<file path="src/rtl/pic_int_sequencer_pkg.sv">
// Shared types and helpers for the 8259 interrupt-acknowledge sequencer:
// FSM state encoding, reset constants and rotating-priority search functions.
package pic_int_sequencer_pkg;

    typedef enum logic [1:0] {
        ST_IDLE,
        ST_ACK1,
        ST_WAIT2,
        ST_ACK2
    } pic_state_e;

    localparam logic [2:0] SPURIOUS_DEFAULT = 3'd7;
    localparam logic [2:0] LP_RESET         = 3'd7;

    // Returns {found, idx} for the highest-priority set bit, where level
    // (lp+1)%8 is highest and priority descends cyclically down to lp.
    function automatic logic [3:0] rot_first(input logic [7:0] vec, input logic [2:0] lp);
        logic [3:0] res;
        logic [2:0] idx;
        res = 4'b0000;
        for (int k = 7; k >= 0; k--) begin
            idx = lp + 3'd1 + k[2:0];
            if (vec[idx]) begin
                res = {1'b1, idx};
            end
        end
        return res;
    endfunction

    // Position of a level in the current priority order (0 = highest).
    function automatic logic [2:0] prio_rank(input logic [2:0] idx, input logic [2:0] lp);
        return idx - lp - 3'd1;
    endfunction

endpackage

</file>
<file path="src/rtl/pic_priority_resolver.sv">
// Combinational priority resolver: highest unmasked request that strictly
// outranks every level currently in service.
module pic_priority_resolver
    import pic_int_sequencer_pkg::*;
(
    input  logic [7:0] irr,
    input  logic [7:0] imr,
    input  logic [7:0] isr,
    input  logic [2:0] lp,
    output logic       req_valid,
    output logic [2:0] req_idx
);

    logic [3:0] req_hit;
    logic [3:0] isr_hit;

    assign req_hit = rot_first(irr & ~imr, lp);
    assign isr_hit = rot_first(isr, lp);

    assign req_idx   = req_hit[2:0];
    assign req_valid = req_hit[3] &&
                       (!isr_hit[3] || (prio_rank(req_hit[2:0], lp) < prio_rank(isr_hit[2:0], lp)));

endmodule

</file>
<file path="src/rtl/pic_int_sequencer.sv">
// 8259 interrupt-acknowledge sequencer: raises INT, runs the 8086 two-pulse
// INTA cycle, maintains ISR and rotating priority, and services EOI commands.
module pic_int_sequencer
    import pic_int_sequencer_pkg::*;
#(
    parameter int SYNC_STAGES  = 2,
    parameter int SPURIOUS_IDX = 7
) (
    input  logic       clk,
    input  logic       rst_n,
    input  logic [7:0] irr,
    input  logic [7:0] imr,
    input  logic [4:0] vector_base,
    input  logic       aeoi,
    input  logic       rotate_mode,
    input  logic       eoi_strobe,
    input  logic       eoi_specific,
    input  logic [2:0] eoi_level,
    input  logic       inta_n,
    output logic       int_out,
    output logic       ack_valid,
    output logic [2:0] ack_idx,
    output logic [7:0] isr,
    output logic [7:0] data_out,
    output logic       data_oe
);

    localparam logic [2:0] SPUR_IDX = SPURIOUS_IDX[2:0];

    pic_state_e state_q, state_d;

    logic [SYNC_STAGES-1:0] sync_q;
    logic       inta_prev_q;
    logic       inta_s;
    logic       inta_fall;
    logic       inta_rise;

    logic       int_out_q, int_out_d;
    logic       ack_valid_q, ack_valid_d;
    logic [2:0] ack_idx_q, ack_idx_d;
    logic [7:0] isr_q, isr_d;
    logic [2:0] lp_q, lp_d;
    logic [7:0] data_out_q, data_out_d;
    logic       data_oe_q, data_oe_d;
    logic       spurious_q, spurious_d;

    logic       req_valid;
    logic [2:0] req_idx;
    logic       eoi_valid;
    logic [2:0] eoi_idx;

    pic_priority_resolver u_req_resolver (
        .irr       (irr),
        .imr       (imr),
        .isr       (isr_q),
        .lp        (lp_q),
        .req_valid (req_valid),
        .req_idx   (req_idx)
    );

    // Non-specific EOI target: highest-priority in-service level.
    pic_priority_resolver u_eoi_resolver (
        .irr       (isr_q),
        .imr       (8'h00),
        .isr       (8'h00),
        .lp        (lp_q),
        .req_valid (eoi_valid),
        .req_idx   (eoi_idx)
    );

    assign inta_s    = sync_q[SYNC_STAGES-1];
    assign inta_fall = inta_prev_q && !inta_s;
    assign inta_rise = !inta_prev_q && inta_s;

    always_ff @(posedge clk or negedge rst_n) begin
        if (!rst_n) begin
            sync_q      <= '1;
            inta_prev_q <= 1'b1;
            state_q     <= ST_IDLE;
            int_out_q   <= 1'b0;
            ack_valid_q <= 1'b0;
            ack_idx_q   <= 3'd0;
            isr_q       <= 8'h00;
            lp_q        <= LP_RESET;
            data_out_q  <= 8'h00;
            data_oe_q   <= 1'b0;
            spurious_q  <= 1'b0;
        end else begin
            sync_q      <= {sync_q[SYNC_STAGES-2:0], inta_n};
            inta_prev_q <= inta_s;
            state_q     <= state_d;
            int_out_q   <= int_out_d;
            ack_valid_q <= ack_valid_d;
            ack_idx_q   <= ack_idx_d;
            isr_q       <= isr_d;
            lp_q        <= lp_d;
            data_out_q  <= data_out_d;
            data_oe_q   <= data_oe_d;
            spurious_q  <= spurious_d;
        end
    end

    always_comb begin
        state_d     = state_q;
        int_out_d   = 1'b0;
        ack_valid_d = 1'b0;
        ack_idx_d   = ack_idx_q;
        isr_d       = isr_q;
        lp_d        = lp_q;
        data_out_d  = data_out_q;
        data_oe_d   = 1'b0;
        spurious_d  = spurious_q;

        // EOI clears land before any ACK1 set so a same-bit set wins.
        if (eoi_strobe) begin
            if (eoi_specific) begin
                isr_d[eoi_level] = 1'b0;
                if (rotate_mode) lp_d = eoi_level;
            end else if (eoi_valid) begin
                isr_d[eoi_idx] = 1'b0;
                if (rotate_mode) lp_d = eoi_idx;
            end
        end

        case (state_q)
            ST_IDLE: begin
                int_out_d = req_valid;
                if (inta_fall) begin
                    state_d   = ST_ACK1;
                    int_out_d = 1'b0;
                    if (req_valid) begin
                        ack_idx_d      = req_idx;
                        isr_d[req_idx] = 1'b1;
                        ack_valid_d    = 1'b1;
                        spurious_d     = 1'b0;
                    end else begin
                        ack_idx_d  = SPUR_IDX;
                        spurious_d = 1'b1;
                    end
                end
            end
            ST_ACK1: begin
                if (inta_rise) state_d = ST_WAIT2;
            end
            ST_WAIT2: begin
                if (inta_fall) begin
                    state_d    = ST_ACK2;
                    data_oe_d  = 1'b1;
                    data_out_d = {vector_base, ack_idx_q};
                end
            end
            ST_ACK2: begin
                data_oe_d  = 1'b1;
                data_out_d = {vector_base, ack_idx_q};
                if (inta_rise) begin
                    state_d   = ST_IDLE;
                    data_oe_d = 1'b0;
                    if (aeoi && !spurious_q) begin
                        isr_d[ack_idx_q] = 1'b0;
                        if (rotate_mode) lp_d = ack_idx_q;
                    end
                end
            end
            default: state_d = ST_IDLE;
        endcase
    end

    assign int_out   = int_out_q;
    assign ack_valid = ack_valid_q;
    assign ack_idx   = ack_idx_q;
    assign isr       = isr_q;
    assign data_out  = data_out_q;
    assign data_oe   = data_oe_q;

endmodule

</file>
<file path="config.mk">
export PLATFORM = sky130hd
export DESIGN_NAME = pic_int_sequencer
export DESIGN_NICKNAME = d
export VERILOG_FILES = /design/src/rtl/pic_int_sequencer_pkg.sv /design/src/rtl/pic_priority_resolver.sv /design/src/rtl/pic_int_sequencer.sv
export SDC_FILE = /design/constraint.sdc
export NUM_CORES = 1
export LEC_CHECK = 0
export ABC_AREA = 1
export ABC_CLOCK_PERIOD_IN_PS = 11100
export CAP_MARGIN = 20
export CELL_PAD_IN_SITES_DETAIL_PLACEMENT = 1
export CELL_PAD_IN_SITES_GLOBAL_PLACEMENT = 2
export CORE_MARGIN = 4
export CORE_UTILIZATION = 33
export CTS_BUF_LIST = sky130_fd_sc_hd__clkbuf_8
export DETAILED_ROUTE_END_ITERATION = 10
export GPL_TIMING_DRIVEN = 0
export PLACE_DENSITY = 0.95
export SYNTH_ARGS = -nofsm -noshare
export SYNTH_HDL_FRONTEND = slang
export SYNTH_HIERARCHICAL = 1
export SYNTH_SLANG_ARGS = --single-unit
</file>
<file path="constraint.sdc">
create_clock -name clk -period 11.1 [get_ports clk]
set_input_delay 1.665 -clock clk [delete_from_list [all_inputs] [get_ports clk]]
set_output_delay 1.665 -clock clk [all_outputs]
set_load 0.01 [all_outputs]
</file>
==> summary.txt, run 1 <==
Floorplanning
  – Initial cell density of the core: 33.9%
  – Row count: 44
  – Die width: 131 um
  – IO Count: 53
  – Area of the die: 17100 um2
  – Die H: 131 um
  – Core area: 14600 um2

STA
  – Worst hold slack: roughly 0.36 ns
  – Final setup viols: 0
  – Setup TNS: 0 ns
  – Relative slew margins: 48.1%
  – RSZ-0062 raised after global routing: no
  – Period minus WS final: 5.49 ns
  – Slew @ Worst Pin: 0.776 ns
  – Slew Limit Fails: 0
  – Final Hold Vio Count: 0
  – Final period util: 49.4%
  – Fmax: between 150 and 200 MHz
  – PnR worst setup slack: 5.61 ns
  – Setup Skew: around 0.0057 ns

Clock network
  – TritonCTS buffer count: 5
  – CTS tree: yes
  – Worst-path clk slew: 0.07 ns
  – Clk_lat worst skew: 0.29 ns
  – Setup Fix Bufs, Post-CTS: 0
  – Root buf cell: clkbuf_8
  – Hold Buf Count CTS: 0
  – H-tree levels: 2
  – Clk sinks: 31
  – Clock Path Buffers: 2
  – Post-CTS Resized: 0

Critical path
  – CP max-delay cell: clkdlybuf4s50_1
  – CP Capture Type: register
  – Max incr delay on CP: 0.51 ns
  – WP buf/inv: 3
  – Reg-to-reg slack, setup: 6.14 ns
  – Reg2Reg Depth: 30
  – Req. time, crit path: 11.33 ns
  – Top delay family on crit path: simple AND/OR/NAND/NOR gates
  – Setup crit start kind: input port
  – Crit-path max FO: 5
  – WP data arrival: 5.72 ns
  – Terminus of the critical flop-to-flop path: isr[6]
  – R2R Path Start: lp_q[1]
  – Crit-path cells: clkdlybuf4s50_1, nand3_1, nand3_1, nand3_1, nand2_2, a21oi_2, o21ai_0, a21oi_1, o21ai_0, nand2_1, ha_1, fa_1, xor2_1, inv_1, nand2_1, nand2_1, ha_1, a21oi_1, a22oi_1, nor2_1, inv_1, nor4_4, nand2_1, nand2_1
  – Most common cell on crit path: nand2_1
  – Path type of the worst setup path: in -> reg

Detailed routing
  – DR iter-0 viols: 239
  – DR vias/cell: 4.96
  – Via count: 5586
  – Drt drc: 0
  – Detail Route Antenna Nets: 0
  – Initial DRT Pass Iterations: 5
  – Final WL: 16.1 mm
  – WL per Instance: 14.3 um

Synthesis
  – Main combinational cell family by area after synthesis: simple AND/OR/NAND/NOR gates
  – Synthesized cell area: ~5000 um2
  – Synth Flop Type: dfrtp_1
  – Synth async-reset ratio: 100%
  – Post-Synth XOR/XNOR Area: 1.26%
  – Post-Synth Simple-Gate Area: 51.7%
  – Cells after synthesis: 861
  – Synth Area per Inst: 5.77 um2
  – Largest cells by area after synthesis: nand2_1 (24%), dfrtp_1 (13%), nand3_1 (11%)
  – Post-synth EDFFs: 0
  – Yosys warning count: 6
  – Area share of the largest cell type after synthesis: 23.7%
  – Post-synthesis cell type count: 41
  – Area leader, netlist: nand2_1
  – Compound-cell area share of the yosys netlist: 11.5%
  – Register area share after synthesis: 15.8%
  – Adder-Cell Fraction of Synth Area: 5.39%
  – Mux contribution to synthesized area: 0%
  – Yosys reg bits: 31

Global routing
  – Global route overflow: 0
  – First-pass GRT wire length: 27.6 mm
  – Largest net degree at the start of global routing: 18
  – Total GRT Usage: 19.6%
  – Number of global-route vias before repair: 5646
  – Initial antenna violation count: 0

Layout
  – Antenna diodes: 0
  – Layout cells sized above 1: 13.4%
  – Most common cell after layout, fill and taps aside: nand2_1
  – P&R area growth vs syn: 18.8%
  – NumNets Final: 991
  – End-of-flow core utilization: 40.3%
  – Highest-count cells in the layout ignoring fill and taps: nand2_1 (314), inv_1 (110), nand3_1 (108), nor2_1 (53), clkdlybuf4s50_1 (51)

Worst hold path
  – HP Class: reg -> reg
  – Hold Path Origin: sync_q[0]
  – Worst Hold Depth: 0
  – Hold Path End: sync_q[1]

Place
  – GPL Wtd Cong: between 0.8 and 0.9
  – Port-buffer cells: 51
  – HPWL after detailed placement: roughly 13 mm
  – Pre-CTS WS: 5.28 ns

Run status
  – Status: complete, no violations

Job
  – Max-Cap Viols: 0
-- how the worst max path moves through the flow --
| stage | slack, ns | cells after the start | startpoint | to |
|---|---|---|---|---|
| floorplan | 6.35 | 24 | imr[6] | isr[0] |
| global placement | 5.31 | 28 | imr[1] | isr[3] |
| detailed placement | 5.28 | 28 | imr[3] | isr[6] |
| CTS | 5.56 | 28 | imr[1] | isr[6] |
| global route | 5.11 | 24 | irr[0] | isr[7] |
| finish | 5.61 | 24 | irr[0] | isr[6] |
-- sequential cells by signal, summed over array words and instances, names as in the netlist --
register / count
lp_q: 3
sync_q: 2
isr: 8
spurious_q: 1
data_out: 8
state_q: 2
inta_prev_q: 1
data_oe: 1
int_out: 1
ack_idx: 3
ack_valid: 1
-- cell usage after synthesis, types with 3 or more instances --
| cell type | instances |
|---|---|
| inv_1 | 109 |
| nand3_1 | 108 |
| dfrtp_1 | 25 |
| nand2_2 | 26 |
| o21ai_1 | 24 |
| or2_2 | 3 |
| clkinv_1 | 4 |
| fa_1 | 4 |
| nand3_2 | 28 |
| nand4_1 | 6 |
| buf_6 | 13 |
| a21oi_1 | 42 |
| o21ai_0 | 16 |
| nor2_1 | 53 |
| inv_4 | 3 |
| ha_1 | 15 |
| xor2_1 | 4 |
| inv_2 | 10 |
| nand2_1 | 314 |
| dfstp_2 | 6 |
| o211ai_1 | 4 |
| buf_2 | 7 |
| a22oi_1 | 5 |
| a21oi_2 | 7 |
| nor4_1 | 3 |
-- worst register-to-register path, delay by kind of cell, from the launching register on --
family          cells  cell delay (ns)
buf+inv             4             0.43
compound gates      4             0.46
simple gates       17             1.90
xor+xnor            1             0.18
fa+ha+maj           4             1.21
flops               1             0.72
-- cells by family (layout without fill, tap and decap cells) --
logic type | after synthesis | count (layout)
simple gates | 553 | 553
fa+ha+maj | 19 | 19
other cells | 1 | 22
flops | 31 | 31
buf+inv | 151 | 211
xor+xnor | 5 | 5
compound gates | 101 | 101
-- per-layer routing --
layer  up-vias  share of wire [%]  track usage (%)
li1       2871                  -                -
met1      2621                 49             26.9
met2        78                 47             33.9
met3        16                2.8             1.95
met4         0                1.0             3.02
met5         -                  0                0
-- through the flow --
step                      cells  area (um2)
after global routing       1126        5900
final                      1126        5900
after floorplan             882        5050
after detailed placement   1118        5820
after global placement     1117        5790
after CTS                  1126        5900
-- final cells by class --
class,count,area (um2)
repair buffers,52,538
flip-flops and latches,31,783
inverters,127,489
clock buffers,5,68.8
fillers,2031,8740
multi-input cells,700,3550
clock inverters,3,16.3
well taps,184,230
plain buffers,24,226
Power of run 1 is left out: the tool's default activity adds up to more than one toggle a clock period on the data nets, which glitch-free logic cannot reach.
==> inputs of run 2 (changes only) <==
--- a/config.mk
+++ b/config.mk
@@ -6,16 +6,16 @@
 export NUM_CORES = 1
 export LEC_CHECK = 0
 export ABC_AREA = 1
-export ABC_CLOCK_PERIOD_IN_PS = 11100
+export ABC_CLOCK_PERIOD_IN_PS = 5050
 export CAP_MARGIN = 20
 export CELL_PAD_IN_SITES_DETAIL_PLACEMENT = 1
 export CELL_PAD_IN_SITES_GLOBAL_PLACEMENT = 2
 export CORE_MARGIN = 4
-export CORE_UTILIZATION = 33
+export CORE_UTILIZATION = 31
 export CTS_BUF_LIST = sky130_fd_sc_hd__clkbuf_8
 export DETAILED_ROUTE_END_ITERATION = 10
 export GPL_TIMING_DRIVEN = 0
-export PLACE_DENSITY = 0.95
+export PLACE_DENSITY = 0.91
 export SYNTH_ARGS = -nofsm -noshare
 export SYNTH_HDL_FRONTEND = slang
 export SYNTH_HIERARCHICAL = 1
==> constraint.sdc (replaced) <==
create_clock -name clk -period 5.05 [get_ports clk]
set_input_delay 0.7575 -clock clk [delete_from_list [all_inputs] [get_ports clk]]
set_output_delay 0.7575 -clock clk [all_outputs]
set_load 0.01 [all_outputs]
==> run 2 against run 1 <==
Clock-buffer cell count grew 1. Global-route usage shrank 1.3 points. Flip-flop and latch count is the same. First-iteration DRC count grew 0.84%. Non-clock buffer count grew 10. Cell count grew 3.6%. Sequential share of layout area shrank 0.23 points. Highest routed layer unchanged.
==> summary.txt, run 2 (synthesized netlist as in run 1, its figures left out) <==
STA
  – Final setup viols: 0
  – Final period util: 92.7%
  – Setup Skew: 0.00782 ns
  – Fmax: 214 MHz
  – Worst hold slack: about 0.36 ns
  – Final Hold Vio Count: 0
  – Slew @ Worst Pin: roughly 0.69 ns
  – Relative slew margins: a little over half
  – Period minus WS final: 4.68 ns
  – Slew Limit Fails: 0
  – PnR worst setup slack: 0.371 ns

Place
  – GPL Wtd Cong: roughly 0.86
  – Pre-CTS WS: -0.0344 ns
  – Port-buffer cells: 51
  – HPWL after detailed placement: 13.3 mm

Clock network
  – Clk sinks: 31
  – Clock Path Buffers: 2
  – Clk_lat worst skew: 0.28 ns
  – TritonCTS buffer count: 5
  – Hold Buf Count CTS: 0
  – H-tree levels: 2
  – Worst-path clk slew: 0.07 ns
  – CTS tree: yes
  – Root buf cell: clkbuf_8

Global routing
  – Number of global-route vias before repair: 5676
  – Largest net degree at the start of global routing: 32
  – Met3 Usage GRT: 1.23%
  – Total GRT Usage: 18.2%
  – Met2 usage in global routing: roughly a third
  – First-pass GRT wire length: 27.7 mm
  – Global route overflow: 0
  – Busiest grt layer: met2
  – Initial antenna violation count: 0
  – Met1 Track Usage GR: 25.2%

Floorplanning
  – Die width: 135 um
  – Row count: 46
  – Core area: 15800 um2
  – Die H: 135 um
  – Area of the die: about 18000 um2
  – Initial cell density of the core: 31.5%
  – IO Count: 53

Critical path
  – Path type of the worst setup path: reg -> reg
  – Reg-to-reg slack, setup: around 0.37 ns
  – CP Capture Type: register
  – WP data arrival: 4.89 ns
  – Setup crit start kind: register
  – Req. time, crit path: 5.27 ns
  – Crit-path max FO: 10

Detailed routing
  – Final WL: 16.5 mm
  – DR vias/cell: a little under 5
  – Initial DRT Pass Iterations: 4
  – Detail Route Antenna Nets: 0
  – Drt drc: 0
  – Via count: 5608
  – DR iter-0 viols: 241
  – WL per Instance: 14.1 um

Layout
  – Layout cells sized above 1: 14.8%
  – Most common cell after layout, fill and taps aside: nand2_1
  – P&R area growth vs syn: 21.5%
  – Antenna diodes: 0
  – NumNets Final: 1001
  – Highest-count cells in the layout ignoring fill and taps: nand2_1 (314), inv_1 (108), nand3_1 (108), nor2_1 (53), clkdlybuf4s50_1 (50)
  – Fillcell total: 2189

Job
  – Max-Cap Viols: 0

Worst hold path
  – HP Class: reg -> reg

Run status
  – Status: complete, no violations
## run 2: metrics by stage
step                      cells  cell area [um2]  utilization [%]  setup TNS [ns]
after floorplan             882             5050                -               0
after detailed placement   1149             5830             36.9          -0.131
after global placement     1149             5830             37.0               0
after global routing       1167             6040             38.3        -0.00563
final                      1167             6040             38.3               0
after CTS                  1158             5930             37.6               0
## run 2: area by class of cell
class | instances | area [um2] | share of cell area (%)
Clock buffer | 6 | 82.6 | 1.37
Sequential cell | 31 | 787 | 13.0
Buffer | 24 | 233 | 3.85
Multi-Input combinational cell | 700 | 3580 | 59.3
Timing Repair Buffer | 62 | 588 | 9.74
Tap cell | 216 | 270 | 4.48
Inverter | 127 | 489 | 8.10
Clock inverter | 1 | 5.00 | 0.0829
## run 2: routing by layer
metal	part of all wire [%]	wire length, um
met5	0	0
met4	0.74	123
met1	49	8050
met2	48	7980
met3	2.2	360
## run 2: worst max-delay path, stage by stage (launching register included)
cell,delay [ns]
dfstp_4,0.66
ha_1,0.24
buf_6,0.14
nand2_1,0.10
nand2_4,0.09
buf_8,0.16
nand3_2,0.07
nand3_1,0.11
nand2_2,0.14
a21oi_2,0.05
o21ai_1,0.12
a21oi_1,0.07
o21ai_0,0.17
nand2_1,0.10
ha_1,0.20
fa_1,0.41
xor2_2,0.15
inv_1,0.05
nand2_1,0.08
nand2_1,0.07
ha_1,0.30
a21oi_1,0.15
a22oi_1,0.10
nor2_1,0.21
inv_2,0.10
nor4_4,0.38
nand2_1,0.11
nand2_1,0.07
## run 2: final timing paths
path	endpoint	cells past startpoint	from
worst max-delay path	isr[2]	27	lp_q[1]
worst min-delay path	sync_q[1]	0	sync_q[0]
worst max register to register	isr[2]	27	lp_q[1]
worst min register to register	sync_q[1]	0	sync_q[0]
max in group asynchronous	isr[1]	1	rst_n
min in group asynchronous	data_out[4]	1	rst_n
## run 2: timing repair
| action | 4_1_cts | 5_1_grt |
|---|---|---|
| endpoints found under the setup margin | 8 | 13 |
| pin swaps | 2 | 6 |
| resized for setup | 1 | 12 |
| endpoints found under the hold margin | 0 | 0 |
| setup buffers | 2 | 9 |
Power of run 2 is left out for the same reason.
